[config.mk]
export PLATFORM = sky130hd
export DESIGN_NAME = taxi_pcie_us_msi_ctrl_flat
export DESIGN_NICKNAME = d
export VERILOG_FILES = /design/src/rtl/taxi_pcie_us_msi_ctrl_pkg.sv /design/src/rtl/taxi_pcie_us_msi_ctrl_if.sv /design/src/rtl/taxi_pcie_us_msi_ctrl_rr_pick.sv /design/src/rtl/taxi_pcie_us_msi_ctrl.sv /design/src/flat_wrapper.sv
export SDC_FILE = /design/constraint.sdc
export NUM_CORES = 1
export LEC_CHECK = 0
export ABC_CLOCK_PERIOD_IN_PS = 8800
export BUFFER_PORTS_ARGS = -buffer_cell sky130_fd_sc_hd__buf_2
export CAP_MARGIN = 20
export CORE_ASPECT_RATIO = 1.1
export CORE_MARGIN = 2
export CORE_UTILIZATION = 50
export DETAILED_ROUTE_END_ITERATION = 8
export MAX_ROUTING_LAYER = met4
export PLACE_DENSITY = 0.69
export SYNTH_ARGS = -nofsm -noshare
export SYNTH_HDL_FRONTEND = slang
export SYNTH_HIERARCHICAL = 1
export SYNTH_SLANG_ARGS = --single-unit
export TNS_END_PERCENT = 50
[constraint.sdc]
create_clock -name clk -period 8.8 [get_ports clk]
set_input_delay 0.88 -clock clk [delete_from_list [all_inputs] [get_ports clk]]
set_output_delay 0.88 -clock clk [all_outputs]
set_load 0.02 [all_outputs]
[src/rtl/taxi_pcie_us_msi_ctrl_pkg.sv]
// Shared types and helpers for the UltraScale+ MSI scheduler.
package taxi_pcie_msi_pkg;

  localparam int MSI_VEC_MAX = 32;
  localparam int MSI_VEC_W   = 5;

  typedef enum logic [1:0] {
    IDLE    = 2'd0,
    ISSUE   = 2'd1,
    WAIT    = 2'd2,
    BACKOFF = 2'd3
  } msi_state_t;

  // Lanes that exist for a given multi-message-enable encoding (values above 5 clamp to 32).
  function automatic logic [MSI_VEC_MAX-1:0] msi_lane_mask(input logic [2:0] mme);
    logic [MSI_VEC_MAX-1:0] m;
    case (mme)
      3'd0:    m = 32'h0000_0001;
      3'd1:    m = 32'h0000_0003;
      3'd2:    m = 32'h0000_000F;
      3'd3:    m = 32'h0000_00FF;
      3'd4:    m = 32'h0000_FFFF;
      default: m = 32'hFFFF_FFFF;
    endcase
    return m;
  endfunction

  // Index mask N-1 used to reduce any vector number modulo the allocated count.
  function automatic logic [MSI_VEC_W-1:0] msi_idx_mask(input logic [2:0] mme);
    logic [MSI_VEC_W-1:0] m;
    case (mme)
      3'd0:    m = 5'd0;
      3'd1:    m = 5'd1;
      3'd2:    m = 5'd3;
      3'd3:    m = 5'd7;
      3'd4:    m = 5'd15;
      default: m = 5'd31;
    endcase
    return m;
  endfunction

  // Fold every pending bit onto (bit & mask) so nothing is lost when the vector count shrinks.
  function automatic logic [MSI_VEC_MAX-1:0] msi_fold(input logic [MSI_VEC_MAX-1:0] p,
                                                      input logic [MSI_VEC_W-1:0]   mask);
    logic [MSI_VEC_MAX-1:0] f;
    f = 32'h0000_0000;
    for (int b = 0; b < MSI_VEC_MAX; b++) begin
      f[MSI_VEC_W'(b) & mask] = f[MSI_VEC_W'(b) & mask] | p[b];
    end
    return f;
  endfunction

endpackage

[src/rtl/taxi_pcie_us_msi_ctrl_if.sv]
// Interrupt request handshake between event sources and the MSI scheduler.
interface taxi_pcie_us_msi_ctrl_if #(
  parameter int IRQ_INDEX_W = 11
) ();
  logic                   irq_valid;
  logic [IRQ_INDEX_W-1:0] irq_index;
  logic                   irq_ready;

  modport master (output irq_valid, output irq_index, input irq_ready);
  modport slave  (input irq_valid, input irq_index, output irq_ready);
endinterface

[src/rtl/taxi_pcie_us_msi_ctrl_rr_pick.sv]
// Round-robin picker: first set request at or after the pointer, wrapping over 32 lanes.
module taxi_msi_rr_pick
  import taxi_pcie_msi_pkg::*;
(
  input  logic [MSI_VEC_MAX-1:0] req,
  input  logic [MSI_VEC_W-1:0]   ptr,
  output logic                   valid,
  output logic [MSI_VEC_W-1:0]   index
);

  logic [MSI_VEC_W-1:0] idx_s;

  // Scan from the pointer upward; the first hit locks the result.
  always_comb begin
    valid = 1'b0;
    index = 5'd0;
    idx_s = 5'd0;
    for (int i = 0; i < MSI_VEC_MAX; i++) begin
      idx_s = ptr + MSI_VEC_W'(i);
      index = (!valid && req[idx_s]) ? idx_s : index;
      valid = valid | req[idx_s];
    end
  end

endmodule

[src/rtl/taxi_pcie_us_msi_ctrl.sv]
// MSI scheduler for the UltraScale+ PCIe cfg_interrupt_msi interface: coalesces
// requests into per-vector pending bits, grants round-robin, one MSI in flight.
module taxi_pcie_us_msi_ctrl
  import taxi_pcie_msi_pkg::*;
#(
  parameter int IRQ_INDEX_W = 11,   // must exceed MSI_VEC_W
  parameter int TIMEOUT     = 1024, // >= 2
  parameter int RETRY_DELAY = 64    // >= 1
) (
  input  logic        clk,
  input  logic        rst_n,
  taxi_pcie_us_msi_ctrl_if.slave irq,
  input  logic [3:0]  cfg_interrupt_msi_enable,
  input  logic [11:0] cfg_interrupt_msi_mmenable,
  output logic [31:0] cfg_interrupt_msi_int,
  input  logic        cfg_interrupt_msi_sent,
  input  logic        cfg_interrupt_msi_fail,
  output logic [1:0]  cfg_interrupt_msi_select,
  output logic [31:0] cfg_interrupt_msi_pending_status,
  output logic        cfg_interrupt_msi_pending_status_data_enable,
  output logic [1:0]  cfg_interrupt_msi_pending_status_function_num,
  output logic [2:0]  cfg_interrupt_msi_attr,
  output logic        cfg_interrupt_msi_tph_present,
  output logic [1:0]  cfg_interrupt_msi_tph_type,
  output logic [7:0]  cfg_interrupt_msi_tph_st_tag,
  output logic [7:0]  cfg_interrupt_msi_function_number,
  output logic        stat_msi_sent,
  output logic        stat_msi_fail
);

  localparam int TO_W = $clog2(TIMEOUT);
  localparam int BO_W = (RETRY_DELAY > 1) ? $clog2(RETRY_DELAY) : 1;
  localparam logic [TO_W-1:0] TO_LAST = TO_W'(TIMEOUT - 1);
  localparam logic [BO_W-1:0] BO_LAST = BO_W'(RETRY_DELAY - 1);

  msi_state_t             state_q, state_d;
  logic [MSI_VEC_MAX-1:0] pending_q, pending_d;
  logic [MSI_VEC_W-1:0]   ptr_q, ptr_d;
  logic [MSI_VEC_W-1:0]   vec_q, vec_d;
  logic [TO_W-1:0]        to_cnt_q, to_cnt_d;
  logic [BO_W-1:0]        bo_cnt_q, bo_cnt_d;
  logic [MSI_VEC_MAX-1:0] msi_int_q, msi_int_d;
  logic                   stat_sent_q, stat_sent_d;
  logic                   stat_fail_q, stat_fail_d;
  logic                   irq_ready_q, irq_ready_d;

  logic [MSI_VEC_MAX-1:0] lane_mask_s;
  logic [MSI_VEC_W-1:0]   idx_mask_s;
  logic                   irq_fire_s;
  logic [MSI_VEC_W-1:0]   irq_vec_s;
  logic                   pick_valid_s;
  logic [MSI_VEC_W-1:0]   pick_idx_s;
  logic                   clr_s;
  logic [MSI_VEC_MAX-1:0] kept_s;
  logic                   unused_s;

  assign lane_mask_s = msi_lane_mask(cfg_interrupt_msi_mmenable[2:0]);
  assign idx_mask_s  = msi_idx_mask(cfg_interrupt_msi_mmenable[2:0]);
  assign irq_fire_s  = irq.irq_valid & irq_ready_q;
  assign irq_vec_s   = irq.irq_index[MSI_VEC_W-1:0] & idx_mask_s;
  assign unused_s    = ^{cfg_interrupt_msi_enable[3:1], cfg_interrupt_msi_mmenable[11:3],
                         irq.irq_index[IRQ_INDEX_W-1:MSI_VEC_W]};

  // Bits left over from a larger vector count are hidden until folded next cycle.
  taxi_msi_rr_pick u_pick (
    .req   (pending_q & lane_mask_s),
    .ptr   (ptr_q & idx_mask_s),
    .valid (pick_valid_s),
    .index (pick_idx_s)
  );

  // Next-state logic for the issue FSM, counters and registered outputs.
  always_comb begin
    state_d     = state_q;
    ptr_d       = ptr_q & idx_mask_s;
    vec_d       = vec_q;
    to_cnt_d    = to_cnt_q;
    bo_cnt_d    = bo_cnt_q;
    msi_int_d   = 32'h0000_0000;
    stat_sent_d = 1'b0;
    stat_fail_d = 1'b0;
    irq_ready_d = 1'b1;
    clr_s       = 1'b0;
    case (state_q)
      IDLE: begin
        if (cfg_interrupt_msi_enable[0] && pick_valid_s) begin
          vec_d     = pick_idx_s;
          msi_int_d = 32'h0000_0001 << pick_idx_s;
          state_d   = ISSUE;
        end else begin
          state_d = IDLE;
        end
      end
      ISSUE: begin
        to_cnt_d = '0;
        state_d  = WAIT;
      end
      WAIT: begin
        if (cfg_interrupt_msi_sent) begin
          clr_s       = 1'b1;
          stat_sent_d = 1'b1;
          ptr_d       = (vec_q + 5'd1) & idx_mask_s;
          state_d     = IDLE;
        end else if (cfg_interrupt_msi_fail || (to_cnt_q == TO_LAST)) begin
          stat_fail_d = 1'b1;
          ptr_d       = (vec_q + 5'd1) & idx_mask_s;
          bo_cnt_d    = '0;
          state_d     = BACKOFF;
        end else begin
          to_cnt_d = to_cnt_q + TO_W'(1);
        end
      end
      BACKOFF: begin
        if (bo_cnt_q == BO_LAST) begin
          state_d = IDLE;
        end else begin
          bo_cnt_d = bo_cnt_q + BO_W'(1);
        end
      end
      default: begin
        state_d = IDLE;
      end
    endcase
  end

  // Pending vector update: clear on delivery, fold to current count, new requests win.
  always_comb begin
    kept_s    = pending_q & ~(clr_s ? (32'h0000_0001 << vec_q) : 32'h0000_0000);
    pending_d = msi_fold(kept_s, idx_mask_s) |
                (irq_fire_s ? (32'h0000_0001 << irq_vec_s) : 32'h0000_0000);
  end

  // State and output registers; reset clears everything including any in-flight MSI.
  always_ff @(posedge clk or negedge rst_n) begin
    if (!rst_n) begin
      state_q     <= IDLE;
      pending_q   <= 32'h0000_0000;
      ptr_q       <= 5'd0;
      vec_q       <= 5'd0;
      to_cnt_q    <= '0;
      bo_cnt_q    <= '0;
      msi_int_q   <= 32'h0000_0000;
      stat_sent_q <= 1'b0;
      stat_fail_q <= 1'b0;
      irq_ready_q <= 1'b0;
    end else begin
      state_q     <= state_d;
      pending_q   <= pending_d;
      ptr_q       <= ptr_d;
      vec_q       <= vec_d;
      to_cnt_q    <= to_cnt_d;
      bo_cnt_q    <= bo_cnt_d;
      msi_int_q   <= msi_int_d;
      stat_sent_q <= stat_sent_d;
      stat_fail_q <= stat_fail_d;
      irq_ready_q <= irq_ready_d;
    end
  end

  assign irq.irq_ready                                 = irq_ready_q;
  assign cfg_interrupt_msi_int                         = msi_int_q;
  assign stat_msi_sent                                 = stat_sent_q;
  assign stat_msi_fail                                 = stat_fail_q;
  assign cfg_interrupt_msi_select                      = 2'd0;
  assign cfg_interrupt_msi_pending_status              = 32'h0000_0000;
  assign cfg_interrupt_msi_pending_status_data_enable  = 1'b0;
  assign cfg_interrupt_msi_pending_status_function_num = 2'd0;
  assign cfg_interrupt_msi_attr                        = 3'd0;
  assign cfg_interrupt_msi_tph_present                 = 1'b0;
  assign cfg_interrupt_msi_tph_type                    = 2'd0;
  assign cfg_interrupt_msi_tph_st_tag                  = 8'd0;
  assign cfg_interrupt_msi_function_number             = 8'd0;

endmodule

[src/flat_wrapper.sv]
// flat-port wrapper written by rule: the top's interface ports become plain ports
module taxi_pcie_us_msi_ctrl_flat import taxi_pcie_msi_pkg::*;
#(
  parameter int IRQ_INDEX_W = 11,                           
  parameter int TIMEOUT     = 1024,        
  parameter int RETRY_DELAY = 64           
)
  (clk, rst_n, cfg_interrupt_msi_enable, cfg_interrupt_msi_mmenable, cfg_interrupt_msi_int, cfg_interrupt_msi_sent, cfg_interrupt_msi_fail, cfg_interrupt_msi_select, cfg_interrupt_msi_pending_status, cfg_interrupt_msi_pending_status_data_enable, cfg_interrupt_msi_pending_status_function_num, cfg_interrupt_msi_attr, cfg_interrupt_msi_tph_present, cfg_interrupt_msi_tph_type, cfg_interrupt_msi_tph_st_tag, cfg_interrupt_msi_function_number, stat_msi_sent, stat_msi_fail, irq_irq_valid, irq_irq_index, irq_irq_ready);
  taxi_pcie_us_msi_ctrl_if #(.IRQ_INDEX_W(IRQ_INDEX_W)) irq_i ();
  input  logic clk;
  input  logic rst_n;
  input  logic [3:0] cfg_interrupt_msi_enable;
  input  logic [11:0] cfg_interrupt_msi_mmenable;
  output logic [31:0] cfg_interrupt_msi_int;
  input  logic cfg_interrupt_msi_sent;
  input  logic cfg_interrupt_msi_fail;
  output logic [1:0] cfg_interrupt_msi_select;
  output logic [31:0] cfg_interrupt_msi_pending_status;
  output logic cfg_interrupt_msi_pending_status_data_enable;
  output logic [1:0] cfg_interrupt_msi_pending_status_function_num;
  output logic [2:0] cfg_interrupt_msi_attr;
  output logic cfg_interrupt_msi_tph_present;
  output logic [1:0] cfg_interrupt_msi_tph_type;
  output logic [7:0] cfg_interrupt_msi_tph_st_tag;
  output logic [7:0] cfg_interrupt_msi_function_number;
  output logic stat_msi_sent;
  output logic stat_msi_fail;
  input wire logic [$bits(irq_i.irq_valid)-1:0] irq_irq_valid;
  input wire logic [$bits(irq_i.irq_index)-1:0] irq_irq_index;
  output wire logic [$bits(irq_i.irq_ready)-1:0] irq_irq_ready;
  assign irq_i.irq_valid = irq_irq_valid;
  assign irq_i.irq_index = irq_irq_index;
  assign irq_irq_ready = irq_i.irq_ready;
  taxi_pcie_us_msi_ctrl #(.IRQ_INDEX_W(IRQ_INDEX_W), .TIMEOUT(TIMEOUT), .RETRY_DELAY(RETRY_DELAY)) u_core (.clk(clk), .rst_n(rst_n), .irq(irq_i), .cfg_interrupt_msi_enable(cfg_interrupt_msi_enable), .cfg_interrupt_msi_mmenable(cfg_interrupt_msi_mmenable), .cfg_interrupt_msi_int(cfg_interrupt_msi_int), .cfg_interrupt_msi_sent(cfg_interrupt_msi_sent), .cfg_interrupt_msi_fail(cfg_interrupt_msi_fail), .cfg_interrupt_msi_select(cfg_interrupt_msi_select), .cfg_interrupt_msi_pending_status(cfg_interrupt_msi_pending_status), .cfg_interrupt_msi_pending_status_data_enable(cfg_interrupt_msi_pending_status_data_enable), .cfg_interrupt_msi_pending_status_function_num(cfg_interrupt_msi_pending_status_function_num), .cfg_interrupt_msi_attr(cfg_interrupt_msi_attr), .cfg_interrupt_msi_tph_present(cfg_interrupt_msi_tph_present), .cfg_interrupt_msi_tph_type(cfg_interrupt_msi_tph_type), .cfg_interrupt_msi_tph_st_tag(cfg_interrupt_msi_tph_st_tag), .cfg_interrupt_msi_function_number(cfg_interrupt_msi_function_number), .stat_msi_sent(stat_msi_sent), .stat_msi_fail(stat_msi_fail));
endmodule
==> results_dict.tcl, run 1 <==
set metrics [dict create \
    grt_start_max_net_pins 65 \
    p_sw_share_pct 54.5 \
    fin_cells 1775 \
    vias 12500 \
    yosysUniqueCellTypes 103 \
    powerDensity_nw_per_um2 267 \
    leakage_nw 5.21 \
    start_util_pct 50.4 \
    cp.required_ns 9.02 \
    final_nets 1511 \
    clkPwrFrac_pct 10.9 \
    grt_first_pass_wirelength_mm 67.7 \
    combPwrFrac_pct 72.6 \
    dpl_cell_area_um2 12600 \
    hold_viol_final 0 \
    status "completed" \
    place_hpwl_mm 33.9 \
    p_int_mw 1.57 \
    synth_top_area_share_pct 19.4 \
    route.detailed.drc 0 \
    ioPinCount 126 \
    dr.pass1.iters 5 \
    clk_pin_slew_worst_paths_ns 0.07 \
    vias_per_cell 7.06 \
    routedWlPerCell_um 25.2 \
    slew_headroom_pct 26.3 \
    cp-end-kind "flip-flop" \
    whs_ns 0.458 \
    dpl.cell_count 1758 \
    h-tree-depth 3 \
    areaGrowthSynthToFinish_pct 5.54 \
    synth_commonest_cells "nand2_1 (159), nor2_1 (121), dfrtp_1 (95)" \
    seq_power_share_pct 16.4 \
    post_cts_buffers 0 \
    fmax_mhz 128 \
    antenna_found_initial 1 \
    r2r_start "u_core/ptr_q[1]" \
    arrival_ns 8.03 \
    synth_edf_count 0 \
    cap_violations 0 \
    ys.flop_type "dfrtp_1" \
    fin_crit_ns 7.81 \
    seq_area_frac_synth_pct 19.4 \
    ir_drop_v 0.000156 \
    switching_power_mw 1.88 \
    die_w_um 153 \
    async_flop_share_pct 100 \
    setup_violations 0 \
    synth_warnings 6 \
    fin_area_um2 12900 \
    antenna_left 0 \
    synth-seq-cells 95 \
    place_congestion 1.14 \
    netlist_area_um2 12200 \
    skew_ns 0.00818 \
    synthCells 1435 \
    cts_tree "built" \
    clock_sinks 95 \
    core_region_area_um2 24200 \
    fin_crit_sh_pct 88.7 \
    overflow 0 \
    fin_tns_setup_ns 0 \
    die_area_um2 25700 \
    io_buffer_count 48 \
    cts_buffer_depth 2 \
    holdBufCountCts 0 \
    die_y_um 168 \
    rows 60 \
    totalWireLength_mm 44.8 \
    grt_usage_pct 34.7 \
    cts_buffers 9 \
    p_total_mw 3.45 \
    startpoint_type "input port" \
    grt_pass1_vias 11500 \
    hold_path_class "input port to async pin" \
    cp_max_fo 28 \
    crit_start "cfg_interrupt_msi_mmenable[0]" \
    path_class "input port to flip-flop" \
    rsz0062_at_grt "false" \
    r2r_slack_ns 1.59 \
    slew_violations 0 \
    synthTopCellsByArea "dfrtp_1 (19%), mux4_2 (17%), nand2_1 (4.9%), buf_4 (3.7%), nor2_1 (3.7%)" \
    synth.avg_cell_area_um2 8.52 \
    clk_latency_ns 0.34 \
    dr.first_iter.drc_count 1671 \
    yosysTopAreaCell "dfrtp_1" \
    cts_resized 0 \
    yosysMostFrequentCell "nand2_1" \
    worst_pin_slew_ns 1.10 \
    root_buffer "clkbuf_16" \
    drive_gt1_share_pct 19.3 \
]
## worst paths after layout
kind | cells past startpoint | end
setup reg to reg | 16 | u_core/cfg_interrupt_msi_int[26]
max in group asynchronous | 2 | u_core/pending_q[8]
setup / recovery | 18 | u_core/cfg_interrupt_msi_int[26]
hold / removal | 1 | u_core/cfg_interrupt_msi_int[3]
min in group clk | 1 | u_core/to_cnt_q[7]
hold reg to reg | 1 | u_core/to_cnt_q[7]
## registers in the layout, indices dropped and copies added (netlist names)
register and cells:
u_core/cfg_interrupt_msi_int 32, u_core/pending_q 32, u_core/to_cnt_q 10, u_core/bo_cnt_q 6, u_core/ptr_q 5, u_core/vec_q 5, u_core/state_q 2, u_core/irq.irq_ready 1
u_core/stat_msi_fail 1, u_core/stat_msi_sent 1
## power by group through the flow
stage,registers [mW],clock network (mW),logic (mW)
2_1_floorplan,0.545,0,1.77
5_1_grt,0.573,0.401,2.64
3_3_place_gp,0.570,0,2.40
3_5_place_dp,0.572,0,2.41
6_report,0.567,0.377,2.51
4_1_cts,0.563,0.383,2.42
## metrics by stage
| stage | util (%) | worst slack, ns |
|---|---|---|
| global route | 53.2 | 0.743 |
| floorplan | - | 0.385 |
| global placement | 52.0 | 0.901 |
| detailed placement | 52.0 | 0.831 |
| finish | 53.2 | 0.990 |
| CTS | 53.2 | 1.18 |
## layout make-up
class	instances	area [µm²]
tap	310	388
clock buffer	10	229
multi-input combinational	1218	9090
inverter	36	135
antenna	1	2.50
clock inverter	6	51.3
timing repair buffer	99	626
sequential	95	2380
fill	2307	11300
## placed cells by master (no fill, tap or decap), drive strengths merged, types with 36 or more instances in the layout
cell	synthesis	layout
dfrtp	95	95
buf	102	99
inv	33	36
o21ai	100	100
mux4	91	91
a21oi	83	83
nor2	121	121
mux2i	38	38
and2	40	40
nand3	51	51
nand2	159	159
conb	2	60
## worst max-delay path, cell delays in order
cell and delay [ns]:
buf_2 0.16, buf_4 0.24, o21ai_1 0.75, nor2_1 0.29
mux4_2 0.52, mux2i_1 0.33, o22ai_1 0.30, a311oi_1 0.78
nand2_1 0.23, or3_1 0.47, or4_1 0.70, or3_4 0.48
nor3_1 0.58, or4_1 0.26, nor2_1 0.05, a41oi_1 0.50
nand2b_1 0.38, nor2_1 0.10
## layer usage
layer	vias to the layer above	part of all wire, %	GRT usage [%]
li1	5389	-	-
met1	6001	36	42.4
met2	890	46	53.7
met3	253	9.3	3.91
met4	0	8.7	24.7
met5	-	0	-
## kinds of logic (layout without fill, tap and decap cells)
group	Yosys count	after routing	synth area share, %
DFF	95	95	19.4
xor gates and xnor gates	43	43	3.08
muxes	159	159	22.7
AOI/OAI and AO/OA	393	393	22.2
other	2	61	0.0614
buffers and inverters	180	151	8.10
adders and majority gates	20	20	2.05
and+or+nand+nor	543	543	22.4
Note: power is estimated with default switching activity, not from simulation.
==> run 2, diff against run 1 <==
Settings changed: PLACE_DENSITY 0.69 to 0.7, SYNTH_HIERARCHICAL 1 to unset.
==> results_dict.tcl, run 2 <==
set metrics [dict create \
    dr.pass1.iters 6 \
    die_area_um2 23500 \
    startpoint_type "input port" \
    cts_resized 0 \
    grt_start_max_net_pins 57 \
    cap_violations 0 \
    fin_tns_setup_ns 0 \
    die_y_um 160 \
    overflow 0 \
    fmax_mhz 134 \
    diodes 0 \
    io_buffer_count 48 \
    vias 11700 \
    clk_latency_ns 0.36 \
    cts_buffers 9 \
    r2r-end "u_core.cfg_interrupt_msi_int[11]" \
    areaGrowthSynthToFinish_pct 5.15 \
    die_w_um 146 \
    seq_area_frac_synth_pct 21.4 \
    final_nets 1444 \
    powerDensity_nw_per_um2 318 \
    dr.first_iter.drc_count 1240 \
    final_cell_mix "nand2_1 (143), o21ai_0 (106), dfrtp_1 (94)" \
    cts_buffer_depth 2 \
    grt_usage_pct 37.2 \
    leakage_nw 4.79 \
    hold_viol_final 0 \
    slowest_delay_ns 0.64 \
    drt-met1-wl_mm 16.4 \
    rows 57 \
    setup_violations 0 \
    post_cts_buffers 0 \
    cp-end-kind "flip-flop" \
    slew_headroom_pct 19.6 \
    rsz0062_at_grt "false" \
    whs_ns 0.506 \
    yosysMostFrequentCell "nand2_1" \
    arrival_ns 7.72 \
    core_region_area_um2 22000 \
    synthTopCellsByArea "dfrtp_1 (21%), mux4_2 (7.7%), mux2i_1 (5.7%), nand2_1 (4.8%), o21ai_0 (4.8%)" \
    status "completed" \
    path_class "input port to flip-flop" \
    dr_wl_met2_mm 19.8 \
    yosysTopAreaCell "dfrtp_1" \
    met3_length_mm 3.48 \
    cts_tree "built" \
    multi_input_area_um2 8000 \
    crit_path_end "u_core.cfg_interrupt_msi_int[11]" \
    top_layer "met4" \
    ir_drop_v 0.000141 \
    grt_pass1_vias 10900 \
    antenna_left 0 \
    h-tree-depth 3 \
    fin_crit_sh_pct 84.7 \
    skew_ns 0.0183 \
    synth.avg_cell_area_um2 8.08 \
    place_congestion 1.04 \
    cp.required_ns 9.07 \
    place_hpwl_mm 33.0 \
    cp_max_fo 51 \
    drive_gt1_share_pct 15.3 \
    antenna_found_initial 0 \
    totalWireLength_mm 43.3 \
    crit_path_cell_trace "buf_2 -> buf_4 -> a21o_1 -> nand2_1 -> buf_4 -> inv_1 -> ha_1 -> and2_1 -> o221ai_1 -> a211oi_1 -> nor4_1 -> a21o_1 -> or4_4 -> or3_4 -> or4_4 -> o211ai_1 -> a311oi_1 -> a211oi_1 -> nand2b_2 -> nand2_1 -> nor3_1" \
    async_flop_share_pct 100 \
    register_area_um2 2380 \
    n_fill_cell 2181 \
    synthCells 1377 \
    start_util_pct 50.6 \
    vias_per_cell 6.89 \
    clock_sinks 95 \
    yosysUniqueCellTypes 96 \
    r2r_slack_ns 1.56 \
    synth_edf_count 0 \
    critPathSlowestCell "a211oi_1" \
    routedWlPerCell_um 25.6 \
    root_buffer "clkbuf_16" \
    utilization_pct 53.2 \
    grt_first_pass_wirelength_mm 65.6 \
    netlist_area_um2 11100 \
    fin_crit_ns 7.46 \
    layout_commonest_cell "nand2_1" \
    holdBufCountCts 0 \
    ys.flop_type "dfrtp_1" \
    ioPinCount 126 \
    clk_pin_slew_worst_paths_ns 0.08 \
    crit_start "cfg_interrupt_msi_mmenable[2]" \
    route.detailed.drc 0 \
    synth_commonest_cells "nand2_1 (143), o21ai_0 (106), dfrtp_1 (95)" \
    slew_violations 0 \
    synth_warnings 0 \
    hold_path_class "flip-flop to flip-flop" \
    synth_top_area_share_pct 21.4 \
    r2r_start "u_core.ptr_q[1]" \
    r2r_cells 17 \
    synth-seq-cells 95 \
    worst_pin_slew_ns 1.21 \
]
-- run 2: report_power, final --
group / switching [mW] / internal, mW / total, mW
Combinational: 1.86 / 0.894 / 2.75
Clock: 0.195 / 0.199 / 0.394
Sequential: 0.0910 / 0.489 / 0.580
Total: 2.14 / 1.58 / 3.72
-- run 2: worst min-delay path by stage --
stage | slack, ns | from | cells after the start | to
after CTS | 0.51 | u_core.bo_cnt_q[0] | 1 | u_core.bo_cnt_q[0]
after floorplan | 0.47 | u_core.bo_cnt_q[0] | 1 | u_core.bo_cnt_q[0]
after global routing | 0.52 | u_core.bo_cnt_q[0] | 1 | u_core.bo_cnt_q[0]
after global placement | 0.49 | u_core.bo_cnt_q[0] | 1 | u_core.bo_cnt_q[0]
final | 0.51 | u_core.bo_cnt_q[0] | 1 | u_core.bo_cnt_q[0]
after detailed placement | 0.50 | u_core.bo_cnt_q[0] | 1 | u_core.bo_cnt_q[0]
-- run 2: kinds of logic (layout without fill, tap and decap cells) --
kind of cell / count (synthesis) / in the layout / synth area share, %
adder cells (fa/ha/maj): 21 / 21 / 2.36
AO/OA/AOI/OAI: 420 / 420 / 25.9
multiplexers: 125 / 125 / 15.8
flip-flops: 95 / 95 / 21.4
other: 2 / 60 / 0.0675
AND/OR/NAND/NOR: 494 / 494 / 22.4
XOR/XNOR: 43 / 43 / 3.39
buffers and inverters: 177 / 138 / 8.72
-- run 2: final cells by class --
cell class	count	area share, %
repair buffers	85	4.45
clock buffers	9	1.93
multi-input cells	1163	68.4
well taps	295	3.16
clock inverters	7	0.567
flip-flops and latches	95	20.3
inverters	37	1.19
-- run 2: metal layers --
layer | global-route usage, % | up-vias
li1 | - | 5143
met1 | 44.9 | 5538
met2 | 58.9 | 759
met3 | 4.38 | 219
met4 | 25.2 | 0
met5 | - | -
-- run 2: per-stage QoR --
stage	power, mW	worst slack (ns)	instances	area (µm²)
CTS	3.63	1.55	1690	11700
finish	3.72	1.34	1691	11700
global route	3.90	1.04	1691	11700
global placement	3.23	1.22	1674	11400
floorplan	2.49	2.22	1435	11300
detailed placement	3.23	1.20	1674	11400
-- run 2: critical path, delay by kind of cell --
kind            cells  cell delay (ns)
fa+ha+maj           1             0.39
simple gates        9             2.77
compound gates      7             2.48
buf+inv             4             1.19
